==> src/rtl/x2050_hreg_stack_if.sv <==
// ============================================================================
// x2050_hreg_stack_if
// Control/data bundle between microcode sequencing and the H register stack.
// Optional macro X2050_HREG_PARITY_EN adds o_perr and o_h_par.
// Revision: 1.0 - initial release
// ============================================================================
`default_nettype none

interface x2050_hreg_stack_if #(
  parameter int WIDTH = 32,
  parameter int DEPTH = 4,
  parameter int IAR_W = 24
);
  localparam int LW = $clog2(WIDTH);
  localparam int DW = $clog2(DEPTH + 1);

  logic             i_ros_advance;
  logic [2:0]       i_op;
  logic [1:0]       i_src;
  logic [WIDTH-1:0] i_t_reg;
  logic [WIDTH-1:0] i_t0;
  logic [IAR_W-1:0] i_iar;
  logic [LW-1:0]    i_fld_lo;
  logic [LW:0]      i_fld_len;
  logic             i_err_clr;
  logic [WIDTH-1:0] o_h_reg;
  logic [DW-1:0]    o_depth;
  logic             o_empty;
  logic             o_full;
  logic             o_ovf;
  logic             o_unf;
`ifdef X2050_HREG_PARITY_EN
  logic                 o_perr;
  logic [WIDTH/8-1:0]   o_h_par;
`endif

  modport master (
    output i_ros_advance, i_op, i_src, i_t_reg, i_t0, i_iar,
           i_fld_lo, i_fld_len, i_err_clr,
`ifdef X2050_HREG_PARITY_EN
    input  o_perr, o_h_par,
`endif
    input  o_h_reg, o_depth, o_empty, o_full, o_ovf, o_unf
  );

  modport slave (
    input  i_ros_advance, i_op, i_src, i_t_reg, i_t0, i_iar,
           i_fld_lo, i_fld_len, i_err_clr,
`ifdef X2050_HREG_PARITY_EN
    output o_perr, o_h_par,
`endif
    output o_h_reg, o_depth, o_empty, o_full, o_ovf, o_unf
  );
endinterface

`default_nettype wire

==> src/rtl/x2050_hreg_stack.sv <==
// ============================================================================
// x2050_hreg_stack
// H register with a DEPTH-entry LIFO save stack, source select and field insert.
// Optional macro X2050_HREG_PARITY_EN: odd parity per byte on H and stack.
// Revision: 1.0 - initial release
// ============================================================================
`default_nettype none

module x2050_hreg_stack #(
  parameter int WIDTH = 32,
  parameter int DEPTH = 4,
  parameter int IAR_W = 24
) (
  input  logic                 i_clk,
  input  logic                 i_reset,
  x2050_hreg_stack_if.slave    bus
);
  localparam int DW = $clog2(DEPTH + 1);
  localparam int PW = (DEPTH > 1) ? $clog2(DEPTH) : 1;
  localparam int LW = $clog2(WIDTH);

  localparam logic [2:0] C_OP_LOAD   = 3'd1;
  localparam logic [2:0] C_OP_FIELD  = 3'd2;
  localparam logic [2:0] C_OP_PUSHLD = 3'd3;
  localparam logic [2:0] C_OP_POP    = 3'd4;
  localparam logic [2:0] C_OP_CLEAR  = 3'd5;
  localparam logic [2:0] C_OP_SWAP   = 3'd6;

  logic [WIDTH-1:0] r_h;
  logic [DW-1:0]    r_depth;
  logic [WIDTH-1:0] r_stack [DEPTH];
  logic             r_ovf;
  logic             r_unf;

  logic [WIDTH-1:0] w_src;
  logic [WIDTH-1:0] w_src_sh;
  logic [WIDTH-1:0] w_fmask;
  logic [LW:0]      w_len_eff;
  logic             w_empty;
  logic             w_full;
  logic [PW-1:0]    w_top_idx;
  logic [WIDTH-1:0] w_top;
  logic [WIDTH-1:0] w_h_nxt;
  logic [DW-1:0]    w_depth_nxt;
  logic             w_stk_we;
  logic [PW-1:0]    w_stk_idx;
  logic             w_ovf_evt;
  logic             w_unf_evt;
  logic             w_chk;

  assign w_empty   = (r_depth == '0);
  assign w_full    = (r_depth == DW'(DEPTH));
  assign w_top_idx = PW'(r_depth - DW'(1));
  assign w_top     = r_stack[w_top_idx];

  always_comb begin
    w_src = '0;
    case (bus.i_src)
      2'd0:    w_src = bus.i_t_reg;
      2'd1:    w_src = bus.i_t0;
      2'd2:    w_src = WIDTH'(bus.i_iar);
      default: w_src = '0;
    endcase
  end

  // Field insert: shifted source under a mask of len bits starting at lo;
  // bits shifted past the MSB simply fall off.
  assign w_len_eff = (bus.i_fld_len > (LW+1)'(WIDTH)) ? (LW+1)'(WIDTH) : bus.i_fld_len;
  assign w_src_sh  = w_src << bus.i_fld_lo;

  always_comb begin
    w_fmask = '0;
    for (int i = 0; i < WIDTH; i++) begin
      w_fmask[i] = (i >= int'(bus.i_fld_lo)) &&
                   ((i - int'(bus.i_fld_lo)) < int'(w_len_eff));
    end
  end

  always_comb begin
    w_h_nxt     = r_h;
    w_depth_nxt = r_depth;
    w_stk_we    = 1'b0;
    w_stk_idx   = w_top_idx;
    w_ovf_evt   = 1'b0;
    w_unf_evt   = 1'b0;
    w_chk       = 1'b0;
    if (bus.i_ros_advance) begin
      case (bus.i_op)
        C_OP_LOAD:  w_h_nxt = w_src;
        C_OP_FIELD: w_h_nxt = (r_h & ~w_fmask) | (w_src_sh & w_fmask);
        C_OP_PUSHLD: begin
          w_h_nxt = w_src;
          if (w_full) begin
            w_ovf_evt = 1'b1;
          end else begin
            w_stk_we    = 1'b1;
            w_stk_idx   = PW'(r_depth);
            w_depth_nxt = r_depth + DW'(1);
          end
        end
        C_OP_POP: begin
          if (w_empty) begin
            w_unf_evt = 1'b1;
          end else begin
            w_h_nxt     = w_top;
            w_depth_nxt = r_depth - DW'(1);
            w_chk       = 1'b1;
          end
        end
        C_OP_CLEAR: w_h_nxt = '0;
        C_OP_SWAP: begin
          if (w_empty) begin
            w_unf_evt = 1'b1;
          end else begin
            w_h_nxt  = w_top;
            w_stk_we = 1'b1;
            w_chk    = 1'b1;
          end
        end
        default: ;
      endcase
    end
  end

  // Error flags are updated outside the advance gate so err_clr always works.
  always_ff @(posedge i_clk) begin
    if (i_reset) begin
      r_h     <= '0;
      r_depth <= '0;
      r_ovf   <= 1'b0;
      r_unf   <= 1'b0;
      for (int i = 0; i < DEPTH; i++) r_stack[i] <= '0;
    end else begin
      r_h     <= w_h_nxt;
      r_depth <= w_depth_nxt;
      r_ovf   <= w_ovf_evt | (r_ovf & ~bus.i_err_clr);
      r_unf   <= w_unf_evt | (r_unf & ~bus.i_err_clr);
      if (w_stk_we) r_stack[w_stk_idx] <= r_h;
    end
  end

  assign bus.o_h_reg = r_h;
  assign bus.o_depth = r_depth;
  assign bus.o_empty = w_empty;
  assign bus.o_full  = w_full;
  assign bus.o_ovf   = r_ovf;
  assign bus.o_unf   = r_unf;

`ifdef X2050_HREG_PARITY_EN
  localparam int NB = WIDTH / 8;

  logic [NB-1:0] r_h_par;
  logic [NB-1:0] r_spar [DEPTH];
  logic          r_perr;

  function automatic logic [NB-1:0] f_par(input logic [WIDTH-1:0] v);
    logic [NB-1:0] p;
    for (int b = 0; b < NB; b++) p[b] = ~^v[8*b +: 8];
    return p;
  endfunction

  // The stored parity travels with the data; recomputing on read exposes corruption.
  always_ff @(posedge i_clk) begin
    if (i_reset) begin
      r_h_par <= f_par('0);
      r_perr  <= 1'b0;
      for (int i = 0; i < DEPTH; i++) r_spar[i] <= f_par('0);
    end else begin
      r_h_par <= f_par(w_h_nxt);
      r_perr  <= (w_chk && (f_par(w_top) != r_spar[w_top_idx])) |
                 (r_perr & ~bus.i_err_clr);
      if (w_stk_we) r_spar[w_stk_idx] <= r_h_par;
    end
  end

  assign bus.o_perr  = r_perr;
  assign bus.o_h_par = r_h_par;
`endif

endmodule

`default_nettype wire

==> src/flat_wrapper.sv <==
// flat-port wrapper written by rule: the top's interface ports become plain ports
module x2050_hreg_stack_flat 
#(
  parameter int WIDTH = 32,
  parameter int DEPTH = 4,
  parameter int IAR_W = 24
)
  (i_clk, i_reset, bus_i_ros_advance, bus_i_op, bus_i_src, bus_i_t_reg, bus_i_t0, bus_i_iar, bus_i_fld_lo, bus_i_fld_len, bus_i_err_clr, bus_o_h_reg, bus_o_depth, bus_o_empty, bus_o_full, bus_o_ovf, bus_o_unf);
  x2050_hreg_stack_if #(.WIDTH(WIDTH), .DEPTH(DEPTH), .IAR_W(IAR_W)) bus_i ();
  input  logic i_clk;
  input  logic i_reset;
  input wire logic [$bits(bus_i.i_ros_advance)-1:0] bus_i_ros_advance;
  input wire logic [$bits(bus_i.i_op)-1:0] bus_i_op;
  input wire logic [$bits(bus_i.i_src)-1:0] bus_i_src;
  input wire logic [$bits(bus_i.i_t_reg)-1:0] bus_i_t_reg;
  input wire logic [$bits(bus_i.i_t0)-1:0] bus_i_t0;
  input wire logic [$bits(bus_i.i_iar)-1:0] bus_i_iar;
  input wire logic [$bits(bus_i.i_fld_lo)-1:0] bus_i_fld_lo;
  input wire logic [$bits(bus_i.i_fld_len)-1:0] bus_i_fld_len;
  input wire logic [$bits(bus_i.i_err_clr)-1:0] bus_i_err_clr;
  output wire logic [$bits(bus_i.o_h_reg)-1:0] bus_o_h_reg;
  output wire logic [$bits(bus_i.o_depth)-1:0] bus_o_depth;
  output wire logic [$bits(bus_i.o_empty)-1:0] bus_o_empty;
  output wire logic [$bits(bus_i.o_full)-1:0] bus_o_full;
  output wire logic [$bits(bus_i.o_ovf)-1:0] bus_o_ovf;
  output wire logic [$bits(bus_i.o_unf)-1:0] bus_o_unf;
  assign bus_i.i_ros_advance = bus_i_ros_advance;
  assign bus_i.i_op = bus_i_op;
  assign bus_i.i_src = bus_i_src;
  assign bus_i.i_t_reg = bus_i_t_reg;
  assign bus_i.i_t0 = bus_i_t0;
  assign bus_i.i_iar = bus_i_iar;
  assign bus_i.i_fld_lo = bus_i_fld_lo;
  assign bus_i.i_fld_len = bus_i_fld_len;
  assign bus_i.i_err_clr = bus_i_err_clr;
  assign bus_o_h_reg = bus_i.o_h_reg;
  assign bus_o_depth = bus_i.o_depth;
  assign bus_o_empty = bus_i.o_empty;
  assign bus_o_full = bus_i.o_full;
  assign bus_o_ovf = bus_i.o_ovf;
  assign bus_o_unf = bus_i.o_unf;
  x2050_hreg_stack #(.WIDTH(WIDTH), .DEPTH(DEPTH), .IAR_W(IAR_W)) u_core (.i_clk(i_clk), .i_reset(i_reset), .bus(bus_i));
endmodule
==> config.mk <==
export PLATFORM = sky130hd
export DESIGN_NAME = x2050_hreg_stack_flat
export DESIGN_NICKNAME = d
export VERILOG_FILES = /design/src/rtl/x2050_hreg_stack_if.sv /design/src/rtl/x2050_hreg_stack.sv /design/src/flat_wrapper.sv
export SDC_FILE = /design/constraint.sdc
export NUM_CORES = 1
export LEC_CHECK = 0
export CAP_MARGIN = 20
export CORE_ASPECT_RATIO = 0.75
export CORE_MARGIN = 8
export CORE_UTILIZATION = 40
export CTS_CLUSTER_SIZE = 28
export DETAILED_ROUTE_END_ITERATION = 7
export SLEW_MARGIN = 40
export SYNTH_ARGS = -nofsm -noshare
export SYNTH_HDL_FRONTEND = slang
export SYNTH_SLANG_ARGS = --single-unit
==> constraint.sdc <==
create_clock -name i_clk -period 5.3 [get_ports i_clk]
set_input_delay 1.06 -clock i_clk [delete_from_list [all_inputs] [get_ports i_clk]]
set_output_delay 1.06 -clock i_clk [all_outputs]
set_load 0.01 [all_outputs]
# After elaboration in Yosys (flattened, before gate mapping)
# Memory sizes are Yosys's and may differ from the RTL's.
# Index checks and enable logic that the tools add are counted.
totals:
  register_bits: 37
  ramBits: 128
  output_inout_bits: 39
  wordCells: 193
  n_memories: 1
memory_table:
  columns: ["memory", "words", "width", "read_ports", "rd_clocked_by_memory_dff", "write_ports", "line", "text"]
  rows:
  - ["u_core.r_stack", 4, 32, 1, 0, 4, "x2050_hreg_stack.sv:31", "logic [WIDTH-1:0] r_stack [DEPTH];"]
op_classes:
  n_addsub: 34
  order_cmp: 64
  n_eq_ne: 12
  shifts: 1
  muxes: 28
  n_bitwise: 9
  n_reduce_logical: 40
ops:
  columns: ["operator", "n"]
  rows:
  - ["$lt 32x7->1", 32]
  - ["$pmux 32 s4", 1]
  - ["$pmux 32 s3", 1]
  - ["$sub 5x5->6 const A", 16]
  - ["$ge 5x5->1 const A", 15]
  - ["$and 32x32->32", 2]
  - ["$mux 32", 2]
  - ["$sub 4x5->6 const A", 8]
  - ["$ge 4x5->1 const A", 8]
  - ["$not 32->32", 1]
  - ["$or 32x32->32", 1]
  - ["$reduce_or 32->1", 1]
  - ["$shl 32x5->32", 1]
  - ["$logic_and 1x1->1", 31]
  - ["$sub 3x5->6 const A", 4]
  - ["$ge 3x5->1 const A", 4]
  - ["$mux 1", 15]
  - ["$eq 3x3->1 const B", 4]
  - ["$sub 1x5->6 const A", 2]
  - ["$sub 2x5->6 const A", 2]
  - ["$ge 1x5->1 const A", 2]
  - ["$ge 2x5->1 const A", 2]
  - ["$mux 2", 4]
  - ["$eq 3x2->1 const B", 2]
  - ["21 further kinds", 27]

# Logic depth before layout (Yosys ltp)
depth:
  depth_word: 9
  mapped_depth: 17

# Worst setup path before layout
# No wires, ideal clock.
synth_timing:
  path_kind: "input port to flip-flop"
  startpoint: "in bus_i_fld_lo[1]"
  endpoint: "reg with a tool-made name"
  setup_time_ps: 70
  arrival_time_ps: 4623
  required_ps: 5230
  slack_ps: 607
  path_stages: 17
  path_buffers: 5
  path_cell_list: "inv_2 > buf_2 > buf_1 > clkbuf_1 > ha_1 > clkbuf_1 > clkbuf_1 > nand2_1 > xnor2_1 > ha_1 > and3_1 > a2111o_1 > a211oi_1 > o31ai_1 > a21oi_1 > o221ai_1 > a21oi_1"
synth_rtl:
  columns: ["item", "line", "text"]
  rows:
  - ["start: declaration", "flat_wrapper.sv:18", "input wire logic [$bits(bus_i.i_fld_lo)-1:0] bus_i_fld_lo;"]

==> results by group <==
Synthesis
  – Async S/R FF share, synth: 0%
  – Compound-Gate Fraction of Synth Area: 17.6%
  – Yosys Warn Count: 0
  – Synthesized area per cell: 9.66 µm²
  – Synth Register Bits: 165
  – Post-synthesis sequential area ratio: 30.8%
  – Synth Flop Type: edfxtp_1
  – Largest family of logic cells by synthesized area: simple AND/OR/NAND/NOR gates
  – Syn_nets: 1,771
  – Post-synthesis cell type count: 79
  – Synth Cell Area: 0.0149 mm²
  – Ranking of synthesized cells by area: edfxtp_1 26%, mux4_2 11%, ha_1 10%
  – Post-synthesis adder-cell area fraction: 10.3%
  – Simple-gate share of the synthesized area: 18.1%
  – Post-synth top area share: 25.8%
  – Number of flops mapped to enable cells by yosys: 128
  – Post-synthesis mux area share: 16.7%
  – Gate Count Post-Synth: 1,540
  – Largest area contributor in the netlist: edfxtp_1
  – XOR/XNOR Fraction of Synth Area: 1.30%

Global routing
  – Antenna violations before repair: 0
  – Global-route wire length before repair: 84,300 µm
  – Total grt overflow: 0
  – Vias in the first global route: 12,600
  – Total GRT Usage: 25.4%
  – Largest net degree at the start of global routing: 97

Placed design
  – Gp weighted congestion: 0.991
  – Worst slack, placed: 0.667 ns
  – DP HPWL: 42,100 µm
  – Input/output buffers: 146
  – Post-DP Area: 0.0169 mm²

Timing
  – Worst-Margin Slew: 0.988 ns
  – RSZ-0062 raised after global routing: false
  – Clk_skew: 0.0144 ns
  – Tcrit/Tclk final: 80.9%
  – Count of final setup violators: 0
  – Max Freq: 233 MHz
  – Slew margin rel.: 33.4%
  – Tmin final: 4.29 ns
  – Count of final hold-check violations: 0
  – Final Max Slew Viols: 0
  – Setup Total Neg Slack: 0 ns
  – Worst Setup Slack, final: 1.01 ns
  – Hold WS: 0.501 ns

Detailed routing
  – Post-route ant nets: 0
  – Vias per std cell: 6.24
  – Via count: 13,500
  – 1st-iter DRT viols: 1,829
  – # DRC: 0
  – Drt pass-1 iters: 6
  – Routed wire length: 56,900 µm
  – DR WL/cell: 26.3 µm

Min path
  – HP Class: reg -> reg
  – Hold_sp: u_core.bus.o_unf
  – Worst Hold End: u_core.bus.o_unf
  – WHS Path Cells: 2

Pwr
  – Clock power frac: 29.5%
  – Seq pwr share: 37.9%
  – Pwr/cell area: 228 mW/mm²
  – Psw: 0.00138 W
  – Sw Ratio: 34.7%
  – Leakage: 6.74 nW
  – Peak VDD IR: 0.231 mV
  – Logic pwr share: 32.6%
  – Int Pwr: 0.00259 W

Setup path
  – CP endpoint kind: flop
  – R2R cell count: 8
  – CP Data Arrival Time: 4.65 ns
  – Crit start category: primary input
  – Req. time, crit path: 5.66 ns
  – R2r startpoint: u_core.bus.o_depth[1]
  – Critical path type: in -> reg
  – Reg2Reg Setup Slack: 2.38 ns
  – Max FO, Critical Path: 9

Floorplanning
  – Rows: 61
  – Core ar.: 0.0369 mm²
  – Starting Density: 40.4%
  – DIE HEIGHT: 183 µm
  – Die area: 0.0437 mm²
  – # IOs: 147
  – Die width: 239 µm

Clock tree
  – Clock slew at reported path FFs: 0.07 ns
  – Post_cts resized: 0
  – CTS root buf: clkbuf_16
  – Longest Clk Path Bufs: 2
  – CTS tree: yes
  – CTS Hold Bufs: 0
  – CTS sink count: 165
  – Setup bufs post-CTS: 0
  – Worst skew pair latency: 0.44 ns
  – Num CTS Buffers: 17
  – H-tree levels: 4

Layout
  – Share of cells above drive strength 1: 13.0%
  – Area growth from synthesis to layout: 17.2%
  – Antenna Cells: 0
  – Final Cell Area: 0.0174 mm²
  – Seq. cell area: 0.00459 mm²
  – Number of fill cells in the layout: 3,434
  – Nets@finish: 1,876
  – Multi-input logic area: 0.00957 mm²

Flow run
  – Max cap viols: 0

Status
  – Status: finished, final reports clean
-- metal layers --
layer,vias up,GRT usage (%),share of wire [%]
met5,-,0,0
met4,0,7.85,3.2
met3,98,8.17,13
met2,763,35.4,40
met1,6590,36.7,44
li1,6033,-,-
-- per-stage QoR --
| step | utilization (%) | power [W] | cells |
|---|---|---|---|
| after floorplan | - | 0.00227 | 1540 |
| after global placement | 45.8 | 0.00277 | 2130 |
| after detailed placement | 45.8 | 0.00278 | 2130 |
| after CTS | 47.3 | 0.00394 | 2162 |
| after global routing | 47.3 | 0.00412 | 2162 |
| final | 47.3 | 0.00397 | 2162 |
-- Yosys cell counts, drive strengths merged, types with 39 or more instances --
library cell and instances:
a21oi 71, and2 104, and3 40, buf 39
clkbuf 72, edfxtp 128, ha 123, inv 67
mux2i 46, mux4 72, nand2 102, nor2 91
nor2b 47, nor3 45, o21ai 91
-- logic make-up after synthesis --
family	after synthesis
AOI/OAI and AO/OA	381
xor gates and xnor gates	22
adders and majority gates	123
buffers and inverters	180
DFF	165
muxes	154
and+or+nand+nor	515
-- worst max-delay path, stage by stage --
cell and delay [ns]:
clkdlybuf4s50_1 0.49, clkinv_1 0.35, ha_1 0.46, nand2_1 0.16, xnor2_1 0.22, ha_1 0.32, and3_1 0.19, a2111o_1 0.47
a211oi_1 0.25, o31ai_1 0.18, a21oi_1 0.19, o221ai_1 0.13, a21oi_1 0.16
-- power by group through the flow --
stage | registers [W] | clock network, W | logic [W]
final | 0.00151 | 0.00117 | 0.00129
after global routing | 0.00151 | 0.00123 | 0.00138
after CTS | 0.00151 | 0.00118 | 0.00126
after detailed placement | 0.00153 | 0 | 0.00125
after global placement | 0.00153 | 0 | 0.00124
after floorplan | 0.00152 | 0 | 0.000756
-- worst max path at each step --
stage	startpoint	endpoint	slack (ns)	depth (start not counted)
2_1_floorplan	bus_i_fld_lo[1]	flop	0.61	17
3_3_place_gp	bus_i_fld_lo[2]	flop	0.44	14
3_5_place_dp	bus_i_fld_lo[2]	flop	0.67	13
4_1_cts	bus_i_fld_lo[2]	flop	1.09	13
5_1_grt	bus_i_fld_lo[2]	flop	0.87	13
6_report	bus_i_fld_lo[2]	flop	1.01	13
-- cell type report --
class / instances / area share (%)
tap: 504 / 3.62
timing repair buffer: 197 / 10.7
sequential: 165 / 26.3
clock inverter: 13 / 0.574
multi-input combinational: 1195 / 54.9
inverter: 69 / 1.49
clock buffer: 19 / 2.48
-- layout by cell type, fill, tap and decap left out, types with 46 or more instances in the layout --
cell,instances
ha_1,123
buf_4,50
mux2i_1,46
nand2_1,102
edfxtp_1,128
and2_1,104
mux4_2,72
o21ai_0,87
clkdlybuf4s50_1,142
inv_1,66
a21oi_1,70
nor2_1,90
No activity file was read; power rests on OpenSTA's default activity.
